===== config.mk =====
export PLATFORM = sky130hd
export DESIGN_NAME = temporal_spike_encoder
export DESIGN_NICKNAME = d
export VERILOG_FILES = /design/src/rtl/temporal_spike_encoder.sv
export SDC_FILE = /design/constraint.sdc
export NUM_CORES = 1
export LEC_CHECK = 0
export ABC_AREA = 1
export BUFFER_PORTS_ARGS = -buffer_cell sky130_fd_sc_hd__clkbuf_2
export CAP_MARGIN = 20
export CORE_UTILIZATION = 50
export DETAILED_ROUTE_END_ITERATION = 6
export PLACE_DENSITY = 0.73
export SYNTH_ARGS = -nofsm -noshare
export SYNTH_HDL_FRONTEND = slang
export SYNTH_SLANG_ARGS = --single-unit

===== constraint.sdc =====
create_clock -name clk -period 3.3 [get_ports clk]
set_clock_uncertainty 0.05 [all_clocks]
set_input_delay 0.33 -clock clk [delete_from_list [all_inputs] [get_ports clk]]
set_output_delay 0.33 -clock clk [all_outputs]
set_load 0.01 [all_outputs]

===== src/rtl/temporal_spike_encoder.sv =====
// Multi-channel temporal spike encoder: a gamma-period counter drives per-channel
// step or pulse spikes from double-buffered spike times, with optional winner-take-all.

module temporal_spike_lane #(
  parameter int T_BITS = 3
) (
  input  logic [T_BITS-1:0] t,
  input  logic [T_BITS-1:0] fire_t,
  input  logic              en,
  input  logic              pulse,
  output logic              raw
);
  assign raw = en && (pulse ? (fire_t == t) : (fire_t <= t));
endmodule

module temporal_spike_encoder #(
  parameter int N_CH   = 8,
  parameter int T_BITS = 3
) (
  input  logic                     clk,
  input  logic                     rst_n,
  input  logic                     start_i,
  input  logic                     continuous_i,
  input  logic                     abort_i,
  input  logic                     pulse_mode_i,
  input  logic                     wta_i,
  input  logic                     load_valid_i,
  output logic                     load_ready_o,
  input  logic [N_CH*T_BITS-1:0]   load_times_i,
  input  logic [N_CH-1:0]          load_en_i,
  output logic [T_BITS:0]          time_o,
  output logic                     running_o,
  output logic [N_CH-1:0]          spike_o,
  output logic                     period_done_o,
  output logic                     winner_valid_o,
  output logic [$clog2(N_CH)-1:0]  winner_idx_o
);
  localparam int PERIOD = 1 << T_BITS;
  localparam int IDX_W  = $clog2(N_CH);
  localparam logic [T_BITS-1:0] T_LAST = T_BITS'(PERIOD - 1);

  typedef enum logic {S_IDLE, S_RUN} state_t;

  state_t                  state_q, state_d;
  logic [T_BITS-1:0]       time_q, time_d;
  logic [N_CH*T_BITS-1:0]  sh_times_q, act_times_q, act_times_d;
  logic [N_CH-1:0]         sh_en_q, act_en_q, act_en_d;
  logic                    sh_full_q;
  logic                    pulse_q, pulse_d, wta_q, wta_d;
  logic                    win_vld_q, win_vld_d;
  logic [IDX_W-1:0]        win_idx_q, win_idx_d, first_idx;
  logic [N_CH-1:0]         spike_q, spike_d, raw_d;
  logic                    done_q, done_d;
  logic                    accept, period_start;

  assign accept = load_valid_i && !sh_full_q;

  always_comb begin
    state_d      = state_q;
    time_d       = time_q;
    act_times_d  = act_times_q;
    act_en_d     = act_en_q;
    pulse_d      = pulse_q;
    wta_d        = wta_q;
    period_start = 1'b0;
    case (state_q)
      S_IDLE: if (start_i && !abort_i) begin
        state_d      = S_RUN;
        time_d       = '0;
        period_start = 1'b1;
      end
      S_RUN: begin
        if (abort_i) begin
          state_d = S_IDLE;
          time_d  = '0;
        end else if (time_q == T_LAST) begin
          time_d = '0;
          if (continuous_i) period_start = 1'b1;
          else              state_d = S_IDLE;
        end else begin
          time_d = time_q + 1'b1;
        end
      end
      default: state_d = S_IDLE;
    endcase
    // Transfer uses the shadow contents as they stand before this edge's load.
    if (period_start) begin
      pulse_d = pulse_mode_i;
      wta_d   = wta_i;
      if (sh_full_q) begin
        act_times_d = sh_times_q;
        act_en_d    = sh_en_q;
      end
    end
  end

  // Raw spikes are evaluated on next-cycle values so registered outputs line up with time_o.
  for (genvar i = 0; i < N_CH; i++) begin : g_lane
    temporal_spike_lane #(.T_BITS(T_BITS)) u_lane (
      .t      (time_d),
      .fire_t (act_times_d[i*T_BITS +: T_BITS]),
      .en     (act_en_d[i]),
      .pulse  (pulse_d),
      .raw    (raw_d[i])
    );
  end

  always_comb begin
    first_idx = '0;
    for (int i = N_CH - 1; i >= 0; i--)
      if (raw_d[i]) first_idx = IDX_W'(i);
  end

  always_comb begin
    win_vld_d = 1'b0;
    win_idx_d = '0;
    spike_d   = '0;
    if (state_d == S_RUN) begin
      if (win_vld_q && !period_start) begin
        win_vld_d          = 1'b1;
        win_idx_d          = win_idx_q;
        spike_d[win_idx_q] = raw_d[win_idx_q];
      end else if (wta_d && (|raw_d)) begin
        win_vld_d          = 1'b1;
        win_idx_d          = first_idx;
        spike_d[first_idx] = 1'b1;
      end else begin
        spike_d = raw_d;
      end
    end
  end

  assign done_d = (state_d == S_RUN) && (time_d == T_LAST);

  always_ff @(posedge clk or negedge rst_n) begin
    if (!rst_n) begin
      state_q     <= S_IDLE;
      time_q      <= '0;
      sh_times_q  <= '0;
      sh_en_q     <= '0;
      sh_full_q   <= 1'b0;
      act_times_q <= '0;
      act_en_q    <= '0;
      pulse_q     <= 1'b0;
      wta_q       <= 1'b0;
      win_vld_q   <= 1'b0;
      win_idx_q   <= '0;
      spike_q     <= '0;
      done_q      <= 1'b0;
    end else begin
      state_q     <= state_d;
      time_q      <= time_d;
      act_times_q <= act_times_d;
      act_en_q    <= act_en_d;
      pulse_q     <= pulse_d;
      wta_q       <= wta_d;
      win_vld_q   <= win_vld_d;
      win_idx_q   <= win_idx_d;
      spike_q     <= spike_d;
      done_q      <= done_d;
      if (accept) begin
        sh_times_q <= load_times_i;
        sh_en_q    <= load_en_i;
        sh_full_q  <= 1'b1;
      end else if (period_start) begin
        sh_full_q  <= 1'b0;
      end
    end
  end

  assign load_ready_o   = !sh_full_q;
  assign time_o         = {1'b0, time_q};
  assign running_o      = (state_q == S_RUN);
  assign spike_o        = spike_q;
  assign period_done_o  = done_q;
  assign winner_valid_o = win_vld_q;
  assign winner_idx_o   = win_idx_q;

endmodule


==> results.toml <==
[outcome]
status = "finished, final reports clean"

[critical_path]
path_class = "reg2reg"
crit_path_end_kind = "register"
crit_path_start_kind = "register"
reg2reg_depth = 23
max_stage_delay_ns = 0.40
crit_path_max_fanout = 5
required_ns = 3.51
slowest_stage = "dfrtp_1"
crit_chain = "ha_2, ha_2, nand2_2, inv_2, nand2_4, nand2_4, nand2_8, buf_12, mux2i_1, inv_1, ha_1, a21oi_1, nand2_1, nand2_1, nand2_1, nand2_2, inv_1, nor2_1, nor2_2, nor2_2, nor2_2, a21oi_1, nor2_1"
arrival_ns = 3.44

[hold_path]
whs_path_depth = 2
hold_path_class = "in2reg"

[clock_tree]
cts_buffers = 9
htree_levels = 3
tritoncts = "done"
cts.path.max_buffers = 2
clkTransAtPathRegs_ns = 0.09
cts_root_buf = "clkbuf_8"
cts.sinks = 84
clock_latency_ns = 0.36

[global_routing]
grt_pass1_wl_mm = 17.1
grtUsageTotal = 0.247
grt_max_degree = 85
grt_pass1_vias = 3623
antenna_found_initial = 0
overflow = 0

[floorplan]
start_util = 0.528
die_area_mm2 = 0.00923
die_w_um = 96.1
pin_count = 59
core_mm2 = 0.00838
fp-row-count = 33
die_h_um = 96.1

[layout]
drive_above_1_share = 0.292
diodes = 0
final_nets = 673
fin_util = 0.655
area_growth_pct = 24.1
final_area_mm2 = 0.00549

[synthesis]
synth.most_common_cell = "nand2_1"
async_reset_ff_frac = 1.00
synth_seq_area_share = 0.475
netlist_area_mm2 = 0.00442
synth_nets = 589
syn_avg_cell_area_um2 = 8.38
netlist_top_cells_count = "nand2_1 (129), dfrtp_1 (84), inv_1 (74)"
synthFlopType = "dfrtp_1"
synth_top_area_share = 0.475
synthCells = 528
synth_area_leader_cell = "dfrtp_1"
synthTopCellsByArea = "dfrtp_1 (48%), nand2_1 (11%), inv_1 (6.3%)"
ys_types = 37
synth_edf_count = 0
ys_seq_elements = 84
yosysWarnings = 0

[route]
wl_mm = 11.0
ant_nets = 0
via_count = 3840
drcViolationCount = 0
vias_per_cell = 5.33
post_drt_wl_per_cell_um = 15.3
drt_pass1_iterations = 4
first_iter_violations = 190

[power]
ir_drop_mv = 0.470
power_w = 0.00531
power_density_mw_per_mm2 = 968
p_leak_nw = 2.90

[timing]
period_needed_ns = 3.24
slew_violations = 0
setup_viol = 0
slew_headroom = 0.349
hold_viol = 0
fin_crit_sh = 0.981
layout_setup_ws_ns = 0.0621
worstMarginPinSlew_ns = 0.974
fmax_ghz = 0.309

[place]
gp_congestion = 0.939
postPlaceCellArea_mm2 = 0.00491
dpl.hpwl_mm = 7.70
dp_slack_ns = -0.0871
portBuffers = 57

[job]
cap_violations = 0
==> layer usage <==
metal / part of all wire / GRT usage
met3: 0.056 / 0.0450
met4: 0.018 / 0.0746
met5: 0 / 0
met1: 0.45 / 0.327
met2: 0.48 / 0.410
==> cell usage in the layout, fill, tap and decap left out, types with 3 or more instances in the layout <==
| cell | n |
|---|---|
| nand4_1 | 16 |
| nand2_1 | 109 |
| dfrtp_1 | 84 |
| mux2_2 | 18 |
| clkbuf_8 | 10 |
| nor2_2 | 3 |
| mux2i_1 | 3 |
| clkbuf_2 | 56 |
| nor2_1 | 32 |
| o21ai_1 | 12 |
| ha_1 | 13 |
| nand3_1 | 36 |
| clkbuf_16 | 3 |
| nand2_2 | 22 |
| o21ai_0 | 11 |
| a21oi_1 | 28 |
| nand2_4 | 4 |
| inv_2 | 5 |
| o21ai_2 | 4 |
| clkinv_2 | 3 |
| buf_4 | 22 |
| inv_1 | 71 |
| nor2_4 | 4 |
| nor3_1 | 5 |
| ha_4 | 6 |
==> worst paths after layout <==
check / from / end / slack [ns]
min in group asynchronous: rst_n / sh_times_q[2] / 0.44
max in group asynchronous: rst_n / time_q[0] / 2.15
setup reg to reg: time_q[1] / spike_o[4] / 0.06
hold / removal: load_en_i[6] / sh_en_q[6] / 0.15
hold reg to reg: act_times_q[20] / act_times_q[20] / 0.45
setup / recovery: time_q[1] / spike_o[4] / 0.06
==> cell type report <==
cell class              instances  area, um^2
repair buffers                 86         593
clock inverters                 5        52.6
multi-input cells             352        2170
well taps                     105         131
clock buffers                  10         138
fillers                       693        2890
flip-flops and latches         84        2100
inverters                      79         300
==> worst max-delay path: cells and delay by family (launching register included) <==
kind	cells	cell delay (ns)
simple gates	13	1.19
fa+ha+maj	3	0.69
flops	1	0.40
compound gates	2	0.33
buf+inv	4	0.31
mux	1	0.17
==> flip-flops by register name, indices dropped and copies added, names as in the netlist <==
| register | count |
|---|---|
| act_en_q | 8 |
| winner_idx_o | 3 |
| pulse_q | 1 |
| period_done_o | 1 |
| running_o | 1 |
| act_times_q | 24 |
| time_q | 3 |
| winner_valid_o | 1 |
| sh_full_q | 1 |
| sh_times_q | 24 |
| wta_q | 1 |
| spike_o | 8 |
| sh_en_q | 8 |
==> where the power goes <==
group | internal, W | leakage [nW] | total, W | switching [W]
Combinational | 0.00112 | 1.79 | 0.00287 | 0.00175
Clock | 0.000363 | 0.0979 | 0.000742 | 0.000379
Sequential | 0.00148 | 1.01 | 0.00170 | 0.000219
Total | 0.00297 | 2.90 | 0.00531 | 0.00234
==> timing repair <==
item / CTS / global route
setup buffers: 0 / 8
endpoints found under the hold margin: 0 / 39
pin swaps: 2 / 19
hold buffers: 0 / 1
gates cloned: 0 / 3
gates resized for setup: 3 / 54
setup endpoints to repair: 9 / 12
==> cells by family (layout without fill, tap and decap cells) <==
family,Yosys count,count (layout),share of synthesized area
AND/OR/NAND/NOR,239,239,0.240
buffers and inverters,92,180,0.0837
flip-flops,84,84,0.475
AO/OA/AOI/OAI,70,70,0.0883
adder cells (fa/ha/maj),21,21,0.0594
multiplexers,21,21,0.0526
other,1,1,0.000848
==> through the flow <==
step | hold slack, ns | std cells | setup TNS, ns
final | 0.148 | 721 | 0
after global routing | 0.145 | 721 | -0.423
after CTS | 0.143 | 708 | 0
after detailed placement | 0.420 | 693 | -0.284
after global placement | 0.415 | 693 | 0
after floorplan | -0.0156 | 528 | 0
Note: power is estimated with default switching activity, not from simulation.
